===== src/rtl/pixl_ap_pkg.sv =====
// Purpose: shared constants and FSM state type for the A8 memory-aperture register file.
// Latency: n/a (declarations only).
// Backpressure: n/a.
package pixl_ap_pkg;

    // A8 page that hosts the aperture descriptors ($D6xx)
    localparam logic [7:0] PAGE_MEM_AP = 8'hD6;

    // Bytes per aperture descriptor
    localparam int AP_BYTES = 16;

    // Byte offsets within one descriptor (multi-byte fields little-endian)
    localparam logic [3:0] AP_OFS_BASE   = 4'h0;  // 0-3 SDRAM base
    localparam logic [3:0] AP_OFS_START  = 4'h4;  // first page
    localparam logic [3:0] AP_OFS_COUNT  = 4'h5;  // number of pages
    localparam logic [3:0] AP_OFS_STRIDE = 4'h6;
    localparam logic [3:0] AP_OFS_X      = 4'h7;  // 7-8
    localparam logic [3:0] AP_OFS_Y      = 4'h9;  // 9-A
    localparam logic [3:0] AP_OFS_W      = 4'hB;  // B-C
    localparam logic [3:0] AP_OFS_H      = 4'hD;  // D-E
    localparam logic [3:0] AP_OFS_CTRL   = 4'hF;  // bit0 enable, 7:1 stored only

    // page_map rebuild sequencer
    typedef enum logic [1:0] {
        IDLE   = 2'd0,
        SCAN   = 2'd1,
        COMMIT = 2'd2
    } ap_state_t;

endpackage


===== src/rtl/ap_range_mask.sv =====
// Purpose: page range [start, start+count) -> 256-bit page mask, end clamped at 256 (no wrap).
// Latency: combinational.
// Backpressure: none.
module ap_range_mask (
    input  logic [7:0]   start,
    input  logic [7:0]   count,
    output logic [255:0] mask
);

    logic [8:0] end_sum;
    logic [8:0] end_clamp;

    // Two-shift mask: ones from start upward, minus ones from end upward
    always_comb begin
        end_sum   = {1'b0, start} + {1'b0, count};
        end_clamp = (end_sum > 9'd256) ? 9'd256 : end_sum;
        mask      = ({256{1'b1}} << start) & ~({256{1'b1}} << end_clamp);
    end

endmodule


===== src/rtl/a8_aperture_regs.sv =====
// Purpose: $D6xx aperture descriptor registers and atomic page_map rebuild (A8_AP_READBACK_EN enables readback).
// Latency: byte write 1 cycle; page_map NUM_AP+2 cycles after a trigger from idle; readback 1 cycle.
// Backpressure: none; triggers during a rebuild are folded into one pending restart.
module a8_aperture_regs #(
    parameter int           NUM_AP   = 4,
    parameter logic [255:0] BASE_MAP = 256'h40
) (
    input  logic         clk200,
    input  logic         a8_rst,
    input  logic         wr_stb,
    input  logic [7:0]   wr_addr,
    input  logic [7:0]   wr_data,
    input  logic [7:0]   rd_addr,
    output logic [7:0]   rd_data,
    output logic [255:0] page_map,
    output logic         busy
);
    import pixl_ap_pkg::*;

    localparam logic [4:0] NUM_AP_L = 5'(NUM_AP);
    localparam logic [3:0] LAST_IDX = 4'(NUM_AP - 1);

    // Full 16-aperture address space; entries above NUM_AP are never written
    logic [7:0]   regs [256];

    ap_state_t    state, state_nxt;
    logic [3:0]   idx;
    logic [255:0] shadow;
    logic         pending;

    logic         wr_ok;
    logic         trig;
    logic         restart;
    logic         commit;
    logic         pend_clr;

    logic [7:0]   scan_start;
    logic [7:0]   scan_count;
    logic         scan_en;
    logic [255:0] scan_mask;

    assign wr_ok = wr_stb && ({1'b0, wr_addr[7:4]} < NUM_AP_L);
    assign trig  = wr_ok && ((wr_addr[3:0] == AP_OFS_START) ||
                             (wr_addr[3:0] == AP_OFS_COUNT) ||
                             (wr_addr[3:0] == AP_OFS_CTRL));

    assign scan_start = regs[{idx, AP_OFS_START}];
    assign scan_count = regs[{idx, AP_OFS_COUNT}];
    assign scan_en    = regs[{idx, AP_OFS_CTRL}][0];

    ap_range_mask u_mask (
        .start (scan_start),
        .count (scan_count),
        .mask  (scan_mask)
    );

    // Descriptor byte storage; out-of-range apertures are dropped
    always_ff @(posedge clk200) begin
        if (a8_rst) begin
            for (int i = 0; i < 256; i++) regs[i] <= 8'h00;
        end else if (wr_ok) begin
            regs[wr_addr] <= wr_data;
        end
    end

    // Sequencer state register
    always_ff @(posedge clk200) begin
        if (a8_rst) state <= IDLE;
        else        state <= state_nxt;
    end

    // Next state and control strobes for the rebuild
    always_comb begin
        state_nxt = state;
        restart   = 1'b0;
        commit    = 1'b0;
        pend_clr  = 1'b0;
        busy      = 1'b1;
        case (state)
            IDLE: begin
                busy = 1'b0;
                if (trig) begin
                    state_nxt = SCAN;
                    restart   = 1'b1;
                end
            end
            SCAN: begin
                if (idx == LAST_IDX) state_nxt = COMMIT;
            end
            COMMIT: begin
                commit = 1'b1;
                if (pending || trig) begin
                    state_nxt = SCAN;
                    restart   = 1'b1;
                    pend_clr  = 1'b1;
                end else begin
                    state_nxt = IDLE;
                end
            end
            default: begin
                state_nxt = IDLE;
                busy      = 1'b0;
            end
        endcase
    end

    // Shadow accumulation and single-cycle publish of page_map
    always_ff @(posedge clk200) begin
        if (a8_rst) begin
            idx      <= 4'd0;
            shadow   <= BASE_MAP;
            page_map <= BASE_MAP;
        end else begin
            if (restart) begin
                idx    <= 4'd0;
                shadow <= BASE_MAP;
            end else if (state == SCAN) begin
                idx    <= idx + 4'd1;
                shadow <= shadow | (scan_en ? scan_mask : 256'd0);
            end
            if (commit) page_map <= shadow;
        end
    end

    // Remember triggers that arrive while a rebuild is already running
    always_ff @(posedge clk200) begin
        if (a8_rst)                       pending <= 1'b0;
        else if (pend_clr)                pending <= 1'b0;
        else if (trig && state != IDLE)   pending <= 1'b1;
    end

`ifdef A8_AP_READBACK_EN
    // Registered readback; a same-cycle write to the byte returns the old value
    always_ff @(posedge clk200) begin
        if (a8_rst)                                    rd_data <= 8'h00;
        else if ({1'b0, rd_addr[7:4]} < NUM_AP_L)      rd_data <= regs[rd_addr];
        else                                           rd_data <= 8'h00;
    end
`else
    logic unused_rd_addr;
    assign unused_rd_addr = ^rd_addr;
    assign rd_data        = 8'h00;
`endif

endmodule


===== config.mk =====
export PLATFORM = sky130hd
export DESIGN_NAME = a8_aperture_regs
export DESIGN_NICKNAME = d
export VERILOG_FILES = /design/src/rtl/pixl_ap_pkg.sv /design/src/rtl/ap_range_mask.sv /design/src/rtl/a8_aperture_regs.sv
export SDC_FILE = /design/constraint.sdc
export NUM_CORES = 2
export LEC_CHECK = 0
export CAP_MARGIN = 20
export CELL_PAD_IN_SITES_DETAIL_PLACEMENT = 1
export CELL_PAD_IN_SITES_GLOBAL_PLACEMENT = 1
export CORE_ASPECT_RATIO = 0.7
export CORE_UTILIZATION = 46
export DETAILED_ROUTE_END_ITERATION = 12
export PLACE_DENSITY_LB_ADDON = 0.15
export SLEW_MARGIN = 5
export SYNTH_ARGS = -nofsm -noshare
export SYNTH_HDL_FRONTEND = slang
export SYNTH_SLANG_ARGS = --single-unit

===== constraint.sdc =====
create_clock -name clk200 -period 6 [get_ports clk200]
set_input_delay 0.9 -clock clk200 [delete_from_list [all_inputs] [get_ports clk200]]
set_output_delay 0.9 -clock clk200 [all_outputs]
set_load 0.01 [all_outputs]

-- After elaboration in Yosys (flattened, before gate mapping)
Memories as Yosys holds them, arrays and structs flattened. A register that Yosys moved wholly into a read port is not among the register bits.
Cells that the tools add are included.
- output and inout port bits: 265
- memory bits (writable): 2048
- memories kept: 1
- bits of input ports: 27
- logic and storage cells: 62
- bits in registers: 519
- multiplexer cells: 26
- add/sub/neg operators: 2
- equal/unequal tests: 8
- shift-type cells: 2
- bitwise gates (word level): 3
- order comparisons: 2
- reduce and logical (&&, ||, !) cells: 13
- memory list (name ; words ; width ; read ports ; clocked after memory_dff ; wr ports ; line ; text):
    regs ; 256 ; 8 ; 3 ; 3 ; 256 ; a8_aperture_regs.sv:24 ; logic [7:0] regs [256];
- operator list (operator ; number):
    $and 256x256->256 ; 1
    $mux 256 ; 1
    $not 256->256 ; 1
    $or 256x256->256 ; 1
    $shl 256x8->256 const A ; 1
    $shl 256x9->256 const A ; 1
    $mux 8 ; 8
    $mux 1 ; 12
    $add 8x8->9 ; 1
    $gt 9x9->1 const B ; 1
    $mux 9 ; 1
    $eq 4x3->1 const B ; 2
    $reduce_or 8->1 ; 1
    $pmux 2 s3 ; 1
    $reduce_or 2->1 ; 3
    $add 4x1->4 const B ; 1
    $eq 4x2->1 const B ; 1
    $eq 4x4->1 const B ; 1
    $lt 4x3->1 const B ; 1
    $mux 2 ; 2
    $ne 2x2->1 const B ; 2
    $logic_and 1x1->1 ; 3
    $logic_or 1x1->1 ; 3
    $eq 2x1->1 const B ; 1
    5 further kinds ; 5

-- Depth between registers and ports, before layout
- depth in word-level cells: 9
- mapped depth: 22
- gate-level depth less buffers: 13

-- Modules after synthesis
From an unflattened synthesis, not the netlist that was laid out.
- cell total of the unflattened synthesis: 3320
- area total of the unflattened synthesis: 35121.2 µm²
- modules (own cells, without submodules) (module ; times used ; cells an instance ; area each (µm²) ; seq. area each (µm²)):
    a8_aperture_regs ; 1 ; 2524 ; 30214.0 ; 18637.9
    ap_range_mask ; 1 ; 796 ; 4907.2 ; 0.0

-- Least setup slack after synthesis
No wires, ideal clock.
- kind: register to register
- start point: reg with a tool-made name
- end point: reg shadow[12]
- setup time: 0.128 ns
- period minus slack after synthesis: 5.477 ns
- buffers on the path: 7
- data arrival time: 5.350 ns
- setup slack: 0.523 ns
- cell stages (with the launch flop): 19
- data required time: 5.872 ns
- cell sequence: dfxtp_1 buf_6 buf_8 buf_6 buf_6 buf_1 mux4_2 mux4_2 ha_1 fa_1 a211oi_1 o21ai_0 xor2_1 nor4_1 buf_2 buf_2 nand3_1 a31oi_1 nor2_1
- RTL lines (item ; line ; text):
    end signal: assignment ; a8_aperture_regs.sv:119 ; shadow <= shadow | (scan_en ? scan_mask : 256'd0);
    end: declaration ; a8_aperture_regs.sv:28 ; logic [255:0] shadow;

==> impl_metrics.tcl <==
set metrics [dict create \
    grt_max_degree 221 \
    yosys_most_used_dff "sky130_fd_sc_hd__dfxtp_1" \
    number_of_global_route_vias_before_repair 28455 \
    post-synth-top-area-cell "sky130_fd_sc_hd__dfxtp_1" \
    drv_slew 0 \
    post_synth_main_area_contributors "sky130_fd_sc_hd__dfxtp_1, sky130_fd_sc_hd__edfxtp_1, sky130_fd_sc_hd__mux2i_1, sky130_fd_sc_hd__mux4_2, sky130_fd_sc_hd__nor2_1" \
    layout_worst_path_cycle_share_pct 95.8 \
    finalCriticalPeriod_ns 5.75 \
    clock_sink_count 795 \
    synth.cell_area_sq_um 32500 \
    relative_area_change_from_synthesis_to_final_layout_pct 28.2 \
    postSynthRegisterBits 795 \
    final_cell_area_sq_um 41600 \
    min-delay-path-class "flop to flop" \
    total_leakage_power_nw 14.8 \
    cts_htree_levels 3 \
    outcome "complete, no violations" \
    die_area_sq_um 71700 \
    postCtsSetupBuffers 0 \
    core_region_area_sq_um 69800 \
    placed_cell_area_sq_um 38900 \
    grtUsageTotal_pct 37.5 \
    area_of_the_multi_input_gates_sq_um 13600 \
    dpl_worst_slack_ns 0.329 \
    io_pins 292 \
    buffer_ports.inserted 275 \
    yosysUniqueCellTypes 86 \
    drc 0 \
    data_required_critical_path_ns 6.50 \
    timing.final.hold_violations 0 \
    synth_warn 0 \
    async_reset_ff_share_pct 0 \
    crit_type "flop to flop" \
    power.density_nw_per_um2 381 \
    hold_path_startpoint "shadow[106]$_SDFFE_PP0P_" \
    start_util_pct 46.5 \
    die_x_microns 320 \
    cts_hold_buf 0 \
    sequential_cell_area_fraction_in_the_yosys_report_pct 57.4 \
    worst-slew-pin-transition_ns 1.17 \
    worst_ep_arrival_time_ns 6.25 \
    die_height_microns 224 \
    seq_area_sq_um 18600 \
    gp_routability_congestion 1.07 \
    drt-pass1-iter-count 7 \
    route.detailed.wl_per_inst_microns 29.7 \
    fill_cells 7375 \
    netlist_instances 2975 \
    first_iter_violations 3143 \
    antenna_found_initial 6 \
    place_hpwl_microns 96700 \
    yosys_top_cell_area_share_pct 32.2 \
    cp_max_fo 40 \
    crit_path_start_kind "flop" \
    routed_wl_microns 136000 \
    synth_most_common_cell "sky130_fd_sc_hd__dfxtp_1" \
    rsz0062_at_grt "false" \
    relSlewSlack_pct 21.9 \
    tritoncts "built" \
    ctsLongestPathBuffers 3 \
    synth_edf_count 272 \
    maxClockFrequency_mhz 174 \
    tritoncts.num_buffers 76 \
    setup-violations-final 0 \
    postSynthAreaPerCell_sq_um 10.9 \
    post_drt_via_cell_ratio 5.99 \
    cts.root.buffer_cell "sky130_fd_sc_hd__clkbuf_16" \
    final_antenna_net_count 0 \
    post-route-worst-setup-slack_ns 0.250 \
    timing.max_cap.violations 0 \
    clkLatencyLatePin_ns 0.68 \
    clock_skew_ns 0.0406 \
    critPathCaptureType "flop" \
    synthTopCellsByCount "sky130_fd_sc_hd__dfxtp_1, sky130_fd_sc_hd__nor2_1, sky130_fd_sc_hd__edfxtp_1" \
    via_count 27514 \
    global_route_wire_length_before_repair_microns 194000 \
    r2r_setup_slack_ns 0.25 \
    totalNegativeSetupSlack_ns 0 \
    rows 81 \
    irDropWorstVdd_mv 0.328 \
    design.final.nets 3656 \
    grt_remaining_overflow 0 \
    ratio_of_cells_with_drive_above_1_in_the_final_layout_pct 16.2 \
    clk_pin_slew_ns 0.06 \
]
[metrics by stage]
step / total power [mW] / util [%] / std cells / hold WS [ns]
final: 15.9 / 59.6 / 4596 / 0.453
after global placement: 10.4 / 55.7 / 4449 / 0.435
after detailed placement: 10.5 / 55.7 / 4449 / 0.445
after global routing: 16.2 / 59.6 / 4591 / 0.469
after floorplan: 7.76 / - / 3186 / 0.417
after CTS: 15.6 / 59.6 / 4590 / 0.454
[cell families after synthesis]
| group | count (synthesis) | share of synthesized area (%) |
|---|---|---|
| and+or+nand+nor | 925 | 12.5 |
| DFF | 795 | 57.4 |
| AOI/OAI and AO/OA | 613 | 12.4 |
| muxes | 337 | 13.3 |
| buffers and inverters | 283 | 3.70 |
| adders and majority gates | 14 | 0.562 |
| xor gates and xnor gates | 7 | 0.189 |
| other | 1 | 0.0115 |
[registers in the layout (all words and copies together), names as in the netlist, named ones only]
register,count
idx,4
state,2
regs,272
page_map,256
shadow,256
pending,1
[per-layer routing]
| metal | wire [microns] | global-route usage [%] | vias up |
|---|---|---|---|
| li1 | - | - | 11870 |
| met1 | 58400 | 51.3 | 13948 |
| met2 | 59500 | 57.1 | 1432 |
| met3 | 14500 | 11.5 | 260 |
| met4 | 3850 | 11.1 | 4 |
| met5 | 28 | 0 | - |
[cells in the final DEF, fill, tap and decap left out, types with 7 or more instances in the layout]
| master | count |
|---|---|
| sky130_fd_sc_hd__o21ai_1 | 8 |
| sky130_fd_sc_hd__o221ai_1 | 7 |
| sky130_fd_sc_hd__clkbuf_16 | 78 |
| sky130_fd_sc_hd__or2_2 | 15 |
| sky130_fd_sc_hd__nor2_1 | 441 |
| sky130_fd_sc_hd__and2_1 | 73 |
| sky130_fd_sc_hd__a22oi_1 | 13 |
| sky130_fd_sc_hd__inv_1 | 34 |
| sky130_fd_sc_hd__a31oi_1 | 67 |
| sky130_fd_sc_hd__o22ai_1 | 23 |
| sky130_fd_sc_hd__o31ai_1 | 7 |
| sky130_fd_sc_hd__nor3_2 | 7 |
| sky130_fd_sc_hd__nor3_1 | 60 |
| sky130_fd_sc_hd__clkbuf_1 | 12 |
| sky130_fd_sc_hd__o21ai_0 | 172 |
| sky130_fd_sc_hd__clkdlybuf4s50_1 | 274 |
| sky130_fd_sc_hd__clkbuf_8 | 14 |
| sky130_fd_sc_hd__mux4_2 | 75 |
| sky130_fd_sc_hd__a21oi_1 | 110 |
| sky130_fd_sc_hd__edfxtp_1 | 272 |
| sky130_fd_sc_hd__mux2i_1 | 260 |
| sky130_fd_sc_hd__o211ai_1 | 26 |
| sky130_fd_sc_hd__a211oi_1 | 47 |
| sky130_fd_sc_hd__nand2b_1 | 8 |
| sky130_fd_sc_hd__ha_1 | 12 |
| sky130_fd_sc_hd__buf_12 | 20 |
| sky130_fd_sc_hd__nand3_1 | 59 |
| sky130_fd_sc_hd__conb_1 | 212 |
| sky130_fd_sc_hd__buf_4 | 303 |
| sky130_fd_sc_hd__clkinv_2 | 13 |
| sky130_fd_sc_hd__dfxtp_1 | 521 |
| sky130_fd_sc_hd__nand2_1 | 211 |
| sky130_fd_sc_hd__bufinv_16 | 7 |
| sky130_fd_sc_hd__o21a_1 | 9 |
| sky130_fd_sc_hd__a22o_1 | 16 |
| sky130_fd_sc_hd__a32o_1 | 33 |
[power breakdown]
group | total, mW | switching [mW] | internal, mW
sequential | 5.93 | 0.147 | 5.79
combinational | 4.78 | 3.16 | 1.62
clock | 5.16 | 2.25 | 2.92
total | 15.9 | 5.55 | 10.3
[repair_timing]
| action | 4_1_cts | 5_1_grt |
|---|---|---|
| endpoints found under the setup margin | 0 | 2 |
| endpoints found under the hold margin | 0 | 0 |
| resized for setup | 0 | 1 |
[final cells by class]
cell class	count	share of cell area, %
repair buffers	598	13.1
multi-input cells	2108	32.6
inverters	36	0.325
well taps	913	2.74
diodes	5	0.0301
clock buffers	105	5.27
flip-flops and latches	795	44.8
clock inverters	36	1.19
[worst max-delay path: stages, from the launching register on]
cell and delay (ns):
sky130_fd_sc_hd__dfxtp_4 0.91, sky130_fd_sc_hd__buf_4 0.29, sky130_fd_sc_hd__mux4_2 0.51, sky130_fd_sc_hd__nand2_1 0.09
sky130_fd_sc_hd__and4_1 0.34, sky130_fd_sc_hd__inv_1 0.08, sky130_fd_sc_hd__ha_1 0.24, sky130_fd_sc_hd__fa_1 0.47
sky130_fd_sc_hd__a211oi_1 0.29, sky130_fd_sc_hd__buf_4 0.17, sky130_fd_sc_hd__buf_4 0.11, sky130_fd_sc_hd__o21a_1 0.18
sky130_fd_sc_hd__nor2_2 0.12, sky130_fd_sc_hd__o32ai_2 0.71, sky130_fd_sc_hd__buf_4 0.27, sky130_fd_sc_hd__a211oi_1 0.08
sky130_fd_sc_hd__o21ai_0 0.52, sky130_fd_sc_hd__a21oi_1 0.14
[path summary, 6_finish.rpt]
kind	endpoint	depth (start not counted)
worst min register to register	shadow[106]$_SDFFE_PP0P_	2
worst max register to register	shadow[182]$_SDFFE_PP0P_	17
worst min-delay path	shadow[106]$_SDFFE_PP0P_	2
worst max-delay path	shadow[182]$_SDFFE_PP0P_	17
Note: power is estimated with default switching activity, not from simulation.
